[src/rtl/can_bit_destuffer.sv]
// ---------------------------------------------------------------------------
// can_bit_destuffer
//
// Sample-point consumer for the CAN receive path. It sits directly behind the
// baud clock generator and does the following:
//   - takes one sample of rx on each rising edge of baud;
//   - declares the bus idle after IDLE_BITS consecutive recessive samples;
//   - detects start-of-frame;
//   - removes stuff bits and flags stuff violations;
//   - delivers the destuffed stream to the frame decoder, one bit per
//     single-cycle bit_valid strobe.
//
// Parameters
//   IDLE_BITS  consecutive recessive samples needed to declare bus idle (<=15)
//   RUN_MAX    identical-bit run length after which a stuff bit is expected
//
// Ports
//   clk         system clock (same domain as the baud clock generator)
//   rst         asynchronous, active-low reset
//   rx          bus level, 1 = recessive, synchronous to clk
//   baud        baud output of the baud clock generator; rising edge = sample
//   lock        baud clock generator lock, active high
//   glitch      baud clock generator glitch flag (see macro below)
//   stuff_en    from the frame decoder: enables stuff removal and checking
//   frame_done  one-cycle end-of-frame pulse from the frame decoder
//   bit_out     destuffed bit, valid while bit_valid is high
//   bit_valid   one-cycle strobe per delivered bit
//   sof         one-cycle strobe, coincident with the SOF bit's bit_valid
//   stuff_err   one-cycle strobe on a stuff violation or a glitch abort
//   idle        high while the bus is idle (state IDLE)
//   in_frame    high while a frame is being received (state FRAME)
//
// Optional feature
//   CAN_DESTUFF_GLITCH_ABORT_EN
//     Defined:   glitch=1 in FRAME aborts the frame with a stuff_err pulse.
//     Undefined: glitch is ignored; the port is kept for pin compatibility.
// ---------------------------------------------------------------------------
module can_bit_destuffer #(
    parameter int IDLE_BITS = 11,
    parameter int RUN_MAX   = 5
) (
    input  logic clk,
    input  logic rst,
    input  logic rx,
    input  logic baud,
    input  logic lock,
    input  logic glitch,
    input  logic stuff_en,
    input  logic frame_done,
    output logic bit_out,
    output logic bit_valid,
    output logic sof,
    output logic stuff_err,
    output logic idle,
    output logic in_frame
);

    typedef enum logic [1:0] {
        WAIT_LOCK = 2'd0,
        IDLE_WAIT = 2'd1,
        IDLE      = 2'd2,
        FRAME     = 2'd3
    } state_t;

    localparam logic [3:0] IDLE_MAX = 4'(IDLE_BITS);
    localparam logic [2:0] RUN_SAT  = 3'(RUN_MAX);

    state_t      state_reg;
    logic        baud_q;
    logic [3:0]  idle_cnt_reg;
    logic [2:0]  run_len_reg;
    logic        last_bit_reg;

    logic        sample;
    logic        glitch_abort;
    logic [3:0]  idle_cnt_inc;
    logic [2:0]  run_len_inc;
    logic        stuff_slot;

    // One sample per rising edge of baud.
    assign sample = baud & ~baud_q;

`ifdef CAN_DESTUFF_GLITCH_ABORT_EN
    assign glitch_abort = glitch;
`else
    // Pin kept for compatibility; the AND with zero keeps it formally read.
    assign glitch_abort = glitch & 1'b0;
`endif

    // Saturating increments.
    assign idle_cnt_inc = (idle_cnt_reg >= IDLE_MAX) ? IDLE_MAX : idle_cnt_reg + 4'd1;
    assign run_len_inc  = (run_len_reg  >= RUN_SAT)  ? RUN_SAT  : run_len_reg  + 3'd1;

    // After RUN_MAX identical bits the next sample must be a complementary
    // stuff bit. run_len keeps tracking while stuffing is disabled, so
    // re-enabling mid-run takes effect on the very next sample.
    assign stuff_slot = stuff_en && (run_len_reg >= RUN_SAT);

    assign idle     = (state_reg == IDLE);
    assign in_frame = (state_reg == FRAME);

    always_ff @(posedge clk or negedge rst) begin
        if (!rst) begin
            state_reg    <= WAIT_LOCK;
            baud_q       <= 1'b0;
            idle_cnt_reg <= 4'd0;
            run_len_reg  <= 3'd0;
            last_bit_reg <= 1'b1;
            bit_out      <= 1'b0;
            bit_valid    <= 1'b0;
            sof          <= 1'b0;
            stuff_err    <= 1'b0;
        end else begin
            baud_q    <= baud;
            bit_out   <= 1'b0;
            bit_valid <= 1'b0;
            sof       <= 1'b0;
            stuff_err <= 1'b0;

            if (!lock) begin
                // Loss of lock abandons everything silently.
                state_reg <= WAIT_LOCK;
            end else begin
                case (state_reg)
                    WAIT_LOCK: begin
                        // Any sample in this cycle is ignored; counting
                        // starts with the next one.
                        idle_cnt_reg <= 4'd0;
                        state_reg    <= IDLE_WAIT;
                    end

                    IDLE_WAIT: begin
                        if (sample) begin
                            if (rx) begin
                                idle_cnt_reg <= idle_cnt_inc;
                                if (idle_cnt_inc >= IDLE_MAX) begin
                                    state_reg <= IDLE;
                                end
                            end else begin
                                idle_cnt_reg <= 4'd0;
                            end
                        end
                    end

                    IDLE: begin
                        if (sample && !rx) begin
                            sof          <= 1'b1;
                            bit_valid    <= 1'b1;
                            bit_out      <= 1'b0;
                            run_len_reg  <= 3'd1;
                            last_bit_reg <= 1'b0;
                            state_reg    <= FRAME;
                        end
                    end

                    FRAME: begin
                        if (glitch_abort) begin
                            stuff_err    <= 1'b1;
                            idle_cnt_reg <= 4'd0;
                            state_reg    <= IDLE_WAIT;
                        end else if (frame_done) begin
                            // A sample coincident with frame_done is dropped.
                            idle_cnt_reg <= 4'd0;
                            state_reg    <= IDLE_WAIT;
                        end else if (sample) begin
                            if (stuff_slot) begin
                                if (rx != last_bit_reg) begin
                                    // Valid stuff bit: drop it and start a new run.
                                    run_len_reg  <= 3'd1;
                                    last_bit_reg <= rx;
                                end else begin
                                    stuff_err    <= 1'b1;
                                    idle_cnt_reg <= 4'd0;
                                    state_reg    <= IDLE_WAIT;
                                end
                            end else begin
                                bit_valid <= 1'b1;
                                bit_out   <= rx;
                                if (rx == last_bit_reg) begin
                                    run_len_reg <= run_len_inc;
                                end else begin
                                    run_len_reg  <= 3'd1;
                                    last_bit_reg <= rx;
                                end
                            end
                        end
                    end

                    default: state_reg <= WAIT_LOCK;
                endcase
            end
        end
    end

endmodule

[config.mk]
export PLATFORM = sky130hd
export DESIGN_NAME = can_bit_destuffer
export DESIGN_NICKNAME = d
export VERILOG_FILES = /design/src/rtl/can_bit_destuffer.sv
export SDC_FILE = /design/constraint.sdc
export NUM_CORES = 1
export LEC_CHECK = 0
export ABC_CLOCK_PERIOD_IN_PS = 2000
export BUFFER_PORTS_ARGS = -buffer_cell sky130_fd_sc_hd__clkbuf_2
export CAP_MARGIN = 20
export CORE_ASPECT_RATIO = 1.25
export CORE_MARGIN = 2
export CORE_UTILIZATION = 49
export DETAILED_ROUTE_END_ITERATION = 8
export GPL_ROUTABILITY_DRIVEN = 0
export GPL_TIMING_DRIVEN = 1
export MAX_ROUTING_LAYER = met4
export PLACE_DENSITY = 0.73
export RECOVER_POWER = 100
export SLEW_MARGIN = 30
export SYNTH_ARGS = -nofsm -noshare
export SYNTH_HDL_FRONTEND = slang
export SYNTH_SLANG_ARGS = --single-unit
[constraint.sdc]
create_clock -name clk -period 2 [get_ports clk]
set_clock_uncertainty 0.2 [all_clocks]
set_input_delay 0.2 -clock clk [delete_from_list [all_inputs] [get_ports clk]]
set_output_delay 0.2 -clock clk [all_outputs]
set_load 0.005 [all_outputs]
==> results.ini <==
[die]
rows = 17
die_h_um = 51.9
initial_core_util_pct = 51.6
dieArea_sq_um = 2200
die_x_um = 42.3
boundaryPins = 14
coreArea_sq_um = 1740

[yosys]
yosysWarnings = 0
synth.distinct_cells = 37
synth-seq-cells = 15
synth-edff-count = 0
synthArstFlopShare_pct = 100
synth_area_leaders = dfrtp_1, ha_1, o21ai_0
synthFlopType = dfrtp_1
synth_top_area_cell = dfrtp_1
synth.avg_cell_area_sq_um = 9.78
synth_top_area_share_pct = 38.9
syn_area_sq_um = 900
syn-num-nets = 106
syn_inst = 92
synth_seq_area_share_pct = 41.9

[setup_path]
crit_required_ns = 1.97
end_kind = flip-flop
worstSetupPathType = reg2reg
arrival_ns = 1.96
critPathBufInv = 0
critical_path.top_delay_family = simple AND/OR/NAND/NOR gates
crit_fanout = 3
slowest_stage = dfrtp_1
start_kind = flip-flop
max_stage_delay_ns = 0.42
crit_chain = ha_4, nor2b_4, nor4_1, or3_4, and2_0, a311o_1

[timing]
period_share_pct = 99.5
setup_viol = 0
whs_ns = 0.0433
fmax_mhz = 502
worst_pin_slew_ns = 0.822
tns_ns = 0
period_minus_slack_ns = 1.99
maxSlewHeadroom_pct = 45.2
rsz0062_at_grt = true
hold_viol = 0
slew_violations = 0

[final_layout]
drive_gt1_share_pct = 35.8
n_fill_cell = 147
layout_common_cells = dfrtp_1, clkbuf_2, buf_4, nand2_1
layout_commonest_cell = dfrtp_1
antenna_cells = 0
finalNetCount = 138
area_growth_pct = 31.6
design_area_sq_um = 1180
largest_reg_flops = 4
final_util_pct = 67.9

[clocking]
htree_levels = 1
clkSlewWorstSetupHoldPaths_ns = 0.09
cts_tree = done
clk_latency_ns = 0.29
clkSinkCount = 15
cts_buffers = 3
clockBufferDepth = 2
cts-root-buf = clkbuf_4

[place]
place_area_sq_um = 1050
hpwl_mm = 1.43
io_buffers = 12

[routing]
vias = 783
drtAntennaViolNets = 0
vias_per_cell = 5.51
wirelength_mm = 2.00
route.detailed.drc = 0
firstDrtPassIters = 4
detail_route.wl_per_cell_um = 14.1
drtIter0Drc = 6

[power_and_ir_drop]
p_total_mw = 1.16
pwr_density_cell_nw_per_um2 = 982
p_leak_nw = 0.551
irDropWorstVdd_uv = 664

[global_route]
grt_pass1_vias = 826
antenna_found_initial = 0
grtUsageTotal_pct = 21.3
grt_pass1_wl_mm = 3.42
overflow = 0
grt_max_degree = 16

[run_status]
status = finished, final reports clean

[hold_path]
hold_path.class = in2reg

[flow_run]
cap_violations = 0

## logic make-up (layout without fill, tap and decap cells)
group | count (synthesis) | in the layout | synth area share (%)
flops | 15 | 15 | 41.9
fa+ha+maj | 6 | 6 | 8.34
compound gates | 24 | 24 | 18.6
mux | 4 | 4 | 4.87
xor+xnor | 2 | 2 | 1.95
buf+inv | 6 | 37 | 2.50
simple gates | 35 | 35 | 21.8
## worst reg2reg max path: stages (launching register included)
cell,delay [ns]
dfrtp_1,0.42
ha_4,0.28
nor2b_4,0.13
nor4_1,0.06
or3_4,0.38
and2_0,0.14
a311o_1,0.27
## per-layer routing
| layer | GRT usage (%) | vias to the layer above | part of all wire [%] |
|---|---|---|---|
| met2 | 42.6 | 8 | 58 |
| met4 | 7.81 | 0 | 1.7 |
| met5 | - | - | 0 |
| li1 | - | 392 | - |
| met3 | 3.13 | 5 | 1.8 |
| met1 | 20.3 | 378 | 38 |
## synth_stat cells, types with 2 or more instances
master,count
a21oi_1,6
and2_1,2
and3_1,2
dfrtp_1,14
ha_1,6
inv_1,6
mux2_2,3
nand2_1,9
nand3_1,3
nor2_1,4
nor2b_1,4
o21ai_0,8
## what timing repair did
action	in CTS	in global routing
hold buffers	3	0
gates cloned	0	0
setup buffers	1	2
endpoints found under the setup margin	1	7
hold endpoints to repair	17	0
pin swaps	5	4
gates resized for setup	3	10
## stage by stage
step           setup WS [ns]  cells
2_1_floorplan         0.0192     92
3_3_place_gp        0.000887    132
3_5_place_dp         -0.0876    132
4_1_cts             -0.00653    140
5_1_grt              -0.0584    142
6_report             0.00988    142
## area by class of cell
type	count	area (sq um)	share of cell area, %
clock inverters	1	5.00	0.423
repair buffers	27	174	14.7
flip-flops and latches	15	377	31.8
well taps	19	23.8	2.01
inverters	6	22.5	1.90
multi-input cells	71	559	47.3
clock buffers	3	22.5	1.90
## worst paths after layout
check                                            startpoint                           to  slack (ns)  cells past startpoint
worst min register to register     last_bit_reg$_DFFE_PN1P_     last_bit_reg$_DFFE_PN1P_        0.30                      2
worst min-delay path                                     rx            bit_out$_DFF_PN0_        0.04                      2
worst max-delay path            idle_cnt_reg[1]$_DFFE_PN0P_     state_reg[1]$_DFFE_PN0P_        0.01                      6
min in group asynchronous                               rst   run_len_reg[1]$_DFFE_PN0P_        0.32                      2
max in group asynchronous                               rst  idle_cnt_reg[1]$_DFFE_PN0P_        0.77                      2
worst max register to register  idle_cnt_reg[1]$_DFFE_PN0P_     state_reg[1]$_DFFE_PN0P_        0.01                      6
## report_power, final
part           total (mW)  switching, mW  internal [mW]
clock network       0.175          0.101         0.0744
logic               0.577          0.276          0.300
registers           0.410         0.0500          0.360
total                1.16          0.427          0.735
(Power assumes the default switching activity.)
